File: src/rtl/decode_ctrl.sv
// Decode-to-issue control: one-entry issue register, control-flow stall FSM,
// mispredict redirect pulse and a saturating stall-cycle counter.
package ariane_pkg;
  typedef struct packed {
    logic [63:0] pc;
    logic [7:0]  op;
    logic [4:0]  rs1;
    logic [4:0]  rs2;
    logic [4:0]  rd;
    logic        is_compressed;
    logic        valid;
  } scoreboard_entry_t;
endpackage

module decode_ctrl
  import ariane_pkg::*;
(
  input  logic              clk_i,
  input  logic              rst_ni,
  input  logic              flush_i,
  input  logic              fetch_valid_i,
  output logic              fetch_ready_o,
  input  logic [63:0]       fetch_pc_i,
  input  logic [31:0]       fetch_instr_i,
  input  logic              fetch_is_compressed_i,
  output logic [63:0]       dec_pc_o,
  output logic [31:0]       dec_instr_o,
  output logic              dec_is_compressed_o,
  input  scoreboard_entry_t dec_entry_i,
  input  logic              dec_is_cf_i,
  output logic              issue_valid_o,
  input  logic              issue_ready_i,
  output scoreboard_entry_t issue_entry_o,
  input  logic              resolve_valid_i,
  input  logic              resolve_mispredict_i,
  output logic              redirect_o,
  output logic              cf_pending_o,
  output logic [15:0]       stall_cnt_o
);

  typedef enum logic [1:0] {
    RUN      = 2'd0,
    CF_ISSUE = 2'd1,
    CF_WAIT  = 2'd2
  } state_e;

  state_e            state_r, state_s;
  logic              issue_valid_r, issue_valid_s;
  scoreboard_entry_t issue_entry_r, issue_entry_s;
  logic              redirect_r, redirect_s;
  logic [15:0]       stall_cnt_r, stall_cnt_s;
  logic              accept_s;
  logic              issue_hs_s;

  assign dec_pc_o            = fetch_pc_i;
  assign dec_instr_o         = fetch_instr_i;
  assign dec_is_compressed_o = fetch_is_compressed_i;

  // A new entry may enter only when no control-flow op is outstanding and the slot frees up.
  assign fetch_ready_o = (state_r == RUN) && !flush_i && (!issue_valid_r || issue_ready_i);
  assign accept_s      = fetch_valid_i && fetch_ready_o;
  assign issue_hs_s    = issue_valid_r && issue_ready_i;

  assign issue_valid_o = issue_valid_r;
  assign issue_entry_o = issue_entry_r;
  assign redirect_o    = redirect_r;
  assign cf_pending_o  = (state_r != RUN);
  assign stall_cnt_o   = stall_cnt_r;

  // Next-state, issue register and counter update; flush overrides everything but the counter.
  always_comb begin
    state_s       = state_r;
    issue_valid_s = issue_valid_r;
    issue_entry_s = issue_entry_r;
    redirect_s    = 1'b0;
    stall_cnt_s   = stall_cnt_r;

    if ((state_r != RUN) && (stall_cnt_r != 16'hFFFF)) begin
      stall_cnt_s = stall_cnt_r + 16'd1;
    end else begin
      stall_cnt_s = stall_cnt_r;
    end

    if (flush_i) begin
      state_s       = RUN;
      issue_valid_s = 1'b0;
    end else begin
      if (accept_s) begin
        issue_valid_s = 1'b1;
        issue_entry_s = dec_entry_i;
      end else if (issue_hs_s) begin
        issue_valid_s = 1'b0;
      end else begin
        issue_valid_s = issue_valid_r;
      end

      case (state_r)
        RUN: begin
          if (accept_s && dec_is_cf_i) state_s = CF_ISSUE;
          else                         state_s = RUN;
        end
        CF_ISSUE: begin
          if (issue_hs_s) state_s = CF_WAIT;
          else            state_s = CF_ISSUE;
        end
        CF_WAIT: begin
          if (resolve_valid_i) begin
            state_s    = RUN;
            redirect_s = resolve_mispredict_i;
          end else begin
            state_s = CF_WAIT;
          end
        end
        default: state_s = RUN;
      endcase
    end
  end

  // State and output registers.
  always_ff @(posedge clk_i or negedge rst_ni) begin
    if (!rst_ni) begin
      state_r       <= RUN;
      issue_valid_r <= 1'b0;
      issue_entry_r <= '0;
      redirect_r    <= 1'b0;
      stall_cnt_r   <= 16'd0;
    end else begin
      state_r       <= state_s;
      issue_valid_r <= issue_valid_s;
      issue_entry_r <= issue_entry_s;
      redirect_r    <= redirect_s;
      stall_cnt_r   <= stall_cnt_s;
    end
  end

endmodule

File: config.mk
export PLATFORM = sky130hd
export DESIGN_NAME = decode_ctrl
export DESIGN_NICKNAME = d
export VERILOG_FILES = /design/src/rtl/decode_ctrl.sv
export SDC_FILE = /design/constraint.sdc
export NUM_CORES = 1
export LEC_CHECK = 0
export CAP_MARGIN = 10
export CELL_PAD_IN_SITES_DETAIL_PLACEMENT = 1
export CELL_PAD_IN_SITES_GLOBAL_PLACEMENT = 2
export CORE_MARGIN = 2
export CORE_UTILIZATION = 21
export CTS_BUF_LIST = sky130_fd_sc_hd__clkbuf_2 sky130_fd_sc_hd__clkbuf_4 sky130_fd_sc_hd__clkbuf_8
export CTS_CLUSTER_SIZE = 25
export DETAILED_ROUTE_END_ITERATION = 7
export PLACE_DENSITY = 0.95
export SLEW_MARGIN = 20
export SYNTH_ARGS = -nofsm -noshare
export SYNTH_HDL_FRONTEND = slang
export SYNTH_SLANG_ARGS = --single-unit
export TNS_END_PERCENT = 20
File: constraint.sdc
create_clock -name clk_i -period 3 [get_ports clk_i]
set_clock_uncertainty 0.05 [all_clocks]
set_input_delay 0.9 -clock clk_i [delete_from_list [all_inputs] [get_ports clk_i]]
set_output_delay 0.9 -clock clk_i [all_outputs]
set_load 0.005 [all_outputs]
Yosys cells after proc, flatten, opt, wreduce, memory -nomap -nowiden --
Cells that the tools add are included.
Word-level totals: bits in registers 109, output and inout bits 206
Cells by class: add/sub/neg operators 1, equality and inequality tests 3, mux-type cells 11, bitwise operators 1, reduce and logical (&&, ||, !) cells 13
Operator list (count):
- $add 16x1->16 const B | 1
- $ne 16x16->1 const B | 1
- $mux 1 | 7
- $logic_and 1x1->1 | 6
- $mux 2 | 3
- $pmux 2 s3 | 1
- $reduce_bool 3->1 | 1
- $eq 2x1->1 const B | 1
- $eq 2x2->1 const B | 1
- $logic_not 1->1 | 2
- $logic_not 2->1 | 1
- $reduce_and 2->1 | 1
- $reduce_bool 2->1 | 1
- $logic_or 1x1->1 | 1
- $not 1->1 | 1

Depth between registers and ports, before layout --
Gate-level depths: netlist of the first run.
depth in word-level cells 8, depth in mapped cells 5

Least setup slack after synthesis of the first run --
No wires, ideal clock.
kind input to output, start in issue_ready_i, end out fetch_ready_o, data arrival time 1289 ps, required time 2050 ps, setup slack 761 ps, cell stages on the path 2, path buffers 0, path through nand2b_1 -> nor4b_4
Between the ends: word-level cells in the longest chain between the ends 2
Ends and longest elaborated chain:
- start, declared | line 32 | input logic issue_ready_i,
- $logic_or 1x1->1 | line 60 | assign fetch_ready_o = (state_r == RUN) && !flush_i && (!issue_valid_r || issue_ready_i);
- $logic_and 1x1->1 | line 60
- end, declared | line 22 | output logic fetch_ready_o,
Every way passes these cells.

Worst setup path in the final report of the first run --
Same ends and word-level chain as after synthesis.

==> results of run 1 <==
[final cells by class]
cell class              instances  area [um^2]  share of cell area, %
multi-input cells             154         1520                   21.6
clock buffers                  10          131                   1.87
inverters                       2         7.51                  0.107
flip-flops and latches        109         2730                   38.8
clock inverters                 6         56.3                  0.802
well taps                     319          399                   5.68
repair buffers                216         2180                   31.1
[flip-flops by register name (all words and copies together), names as in the netlist]
name / flops
stall_cnt_o: 16
redirect_o: 1
issue_entry_o: 89
state_r: 2
issue_valid_o: 1
[synth_stat cells, drive strengths merged, types with 2 or more instances]
cell    count  area share, %
o31ai       2           0.30
nor2        5           0.42
nor3        6           0.59
buf       106             16
nor4        6            1.0
nor3b       2           0.30
mux2       92             20
dfrtp     109             54
nand4b      2           0.34
nand3       3           0.39
xor2       11            1.9
inv         2           0.15
o21ai       2           0.20
nor4b       2           0.64
nand4       4            1.1
nand2       7           0.66
[cells by family after synthesis]
kind of cell             synth area share [%]
multiplexers                             20.4
XOR/XNOR                                 2.07
buffers and inverters                    16.5
AND/OR/NAND/NOR                          6.05
AO/OA/AOI/OAI                            1.08
adder cells (fa/ha/maj)                 0.246
flip-flops                               53.6
[power by group]
group	leakage [nW]	switching (mW)	total (mW)	internal, mW
clock network	0.0939	0.574	0.903	0.329
logic	1.47	0.374	1.26	0.881
registers	1.31	0.208	1.98	1.77
total	2.88	1.16	4.14	2.98
[layer usage]
| layer | share of wire, % | routed length (um) | global-route usage, % |
|---|---|---|---|
| met1 | 38 | 5060 | 11.3 |
| met2 | 50 | 6590 | 18.4 |
| met3 | 8.4 | 1110 | 3.80 |
| met4 | 3.7 | 497 | 5.74 |
| met5 | 0 | 0 | 0 |
[final timing paths]
kind	startpoint	endpoint	slack (ps)	cells after the start
min	rst_ni	issue_entry_o[77]$_DFFE_PN0P_	340	1
max reg2reg	stall_cnt_o[3]$_DFFE_PN0P_	stall_cnt_o[1]$_DFFE_PN0P_	1130	4
min in group clk_i	issue_entry_o[49]$_DFFE_PN0P_	issue_entry_o[49]$_DFFE_PN0P_	450	1
max in group asynchronous	rst_ni	issue_entry_o[40]$_DFFE_PN0P_	1960	2
min reg2reg	issue_entry_o[49]$_DFFE_PN0P_	issue_entry_o[49]$_DFFE_PN0P_	450	1
max	issue_ready_i	fetch_ready_o	80	4
[stage by stage]
stage | cells | util [%] | total power, mW | setup slack [ps]
floorplan | 371 | - | 2.47 | 761
global placement | 800 | 29.0 | 3.23 | -186
detailed placement | 800 | 29.0 | 3.29 | -230
CTS | 816 | 29.7 | 4.25 | 52.8
global route | 816 | 29.7 | 4.39 | 10.9
finish | 816 | 29.7 | 4.14 | 84.0
[worst reg2reg max path: stages (launching register included)]
cell	delay [ps]
dfrtp_1	490
nand4_1	280
nor4_4	540
nor2_2	100
mux2_4	310
[timing repair]
action	4_1_cts	5_1_grt
endpoints found under the setup margin	1	1
hold buffers	0	0
gates resized for setup	1	1
==> run summary, run 1 <==
CTS
* 2 — Max Root-Sink Buffers
* clkbuf_8 — Root Driver
* yes — CTS tree
* 3 — count of H-tree levels built during CTS
* 0 — Setup Buffers After CTS
* 109 — Num Clock Sinks
* 110 ps — clock slew seen by the registers of the worst setup and hold paths
* 390 ps — later-pin clock latency in the skew report
* 9 — number of buffers added by the clock tree synthesis step

Power
* 2.88 nW — cell leakage power
* 0.199 mV — maximum VDD drop
* 589 nW/um^2 — total power per unit cell area

Synthesis
* 36 — number of library cell types mapped by synthesis
* 566 — Post-Synthesis Net Count
* 5080 um^2 — synthesized area
* 53.6% — part of the Yosys area used for sequential elements
* 0 — number of warnings reported in the yosys synthesis log
* dfrtp_1 — most instantiated flip-flop cell in the synthesis netlist
* 109 — Seq cells post-synth
* 100% — fraction of registers with async set/reset
* 13.7 um^2 — syn_area_per_cell
* 0 — number of flops mapped to enable cells by yosys
* 371 — Synth Instances

STA
* 2920 ps — post-layout minimum cycle time
* 0 — final number of max-transition violations
* 340 ps — Post-Route Hold Slack
* no — RSZ-0062 raised after global routing
* 0 — setup-violating endpoint count in the final report
* 0 ps — Setup TNS
* 97.2% — Final Cycle Share
* 0.343 GHz — upper clock frequency limit
* 0 — total count of hold-check failures in the final report
* 68.0% — worst slew slack as a fraction of its limit
* 476 ps — Tightest Pin Transition

Setup path
* buffers and inverters — Largest delay share family, worst path
* 2 — number of buffer and inverter stages on the critical path
* input pin to primary output — critical path type
* 2050 ps — critical path required time
* 2 — maximum fanout count along the critical path
* clkdlybuf4s50_1 > nand2b_1 > nor4b_4 > clkdlybuf4s15_1 — Critical Path, Cell by Cell
* primary output — CP endpoint kind
* 1970 ps — arrival time at the worst endpoint
* input pin — kind of start point of the critical path
* 480 ps — largest incremental delay on the critical path
* clkdlybuf4s50_1 — critical-path cell with the highest stage delay

Finish
* 2593 — number of filler cells placed in the layout
* clkdlybuf4s50_1 — commonest non-fill, non-tap cell in the layout
* 7020 um^2 — Final Cell Area
* 687 — number of nets in the finished design
* 38.1% — layout-stage area growth over the synthesis result
* clkdlybuf4s50_1, dfrtp_1, mux2_2 — most used cells in the layout excluding fill and tap cells
* 24.5% — fraction of final layout cells sized beyond drive strength 1
* 0 — Antenna Cells

GRT
* 3786 — vias in the first global route
* 0 — final global-route overflow total
* 21.2 mm — global-route wire length before repair
* 0 — number of antenna violations at the first check in global routing
* 53 — pin count of the biggest net entering global routing
* 10.6% — global-route total usage across every layer

Die
* 56 — # rows
* 23600 um^2 — core region area
* 160 um — Die Y
* 160 um — Die Wd
* 25500 um^2 — Die ar.
* 21.5% — starting density of the core
* 400 — I/O pin total

Routing
* 3247 — routed via count
* 3.98 — Via-to-Cell Ratio
* 0 — number of remaining DRC errors
* 4 — iteration count of the initial detailed-routing pass
* 16.3 um — average routed wire per standard cell
* 79 — iteration-0 DRC count of the detailed router
* 0 — Final ANT Viol Nets
* 13.3 mm — Detailed Route WL

Outcome
* completed — run status

Hold path
* input pin to async pin — min-delay worst type

Placed design
* 205 — count of buffers inserted at the top-level ports
* 9.94 mm — post-detail-place hpwl
* 6840 um^2 — DP Area
* 0.726 — Final Wtd Congestion

Job
* 0 — MaxCap Viol Count

(Power assumes the default switching activity.)
==> run 2, diff against run 1 <==
- CTS_CLUSTER_SIZE: 25 -> 14
==> results of run 2 <==
Final layout, timing and power as in run 1 (identical DEF).
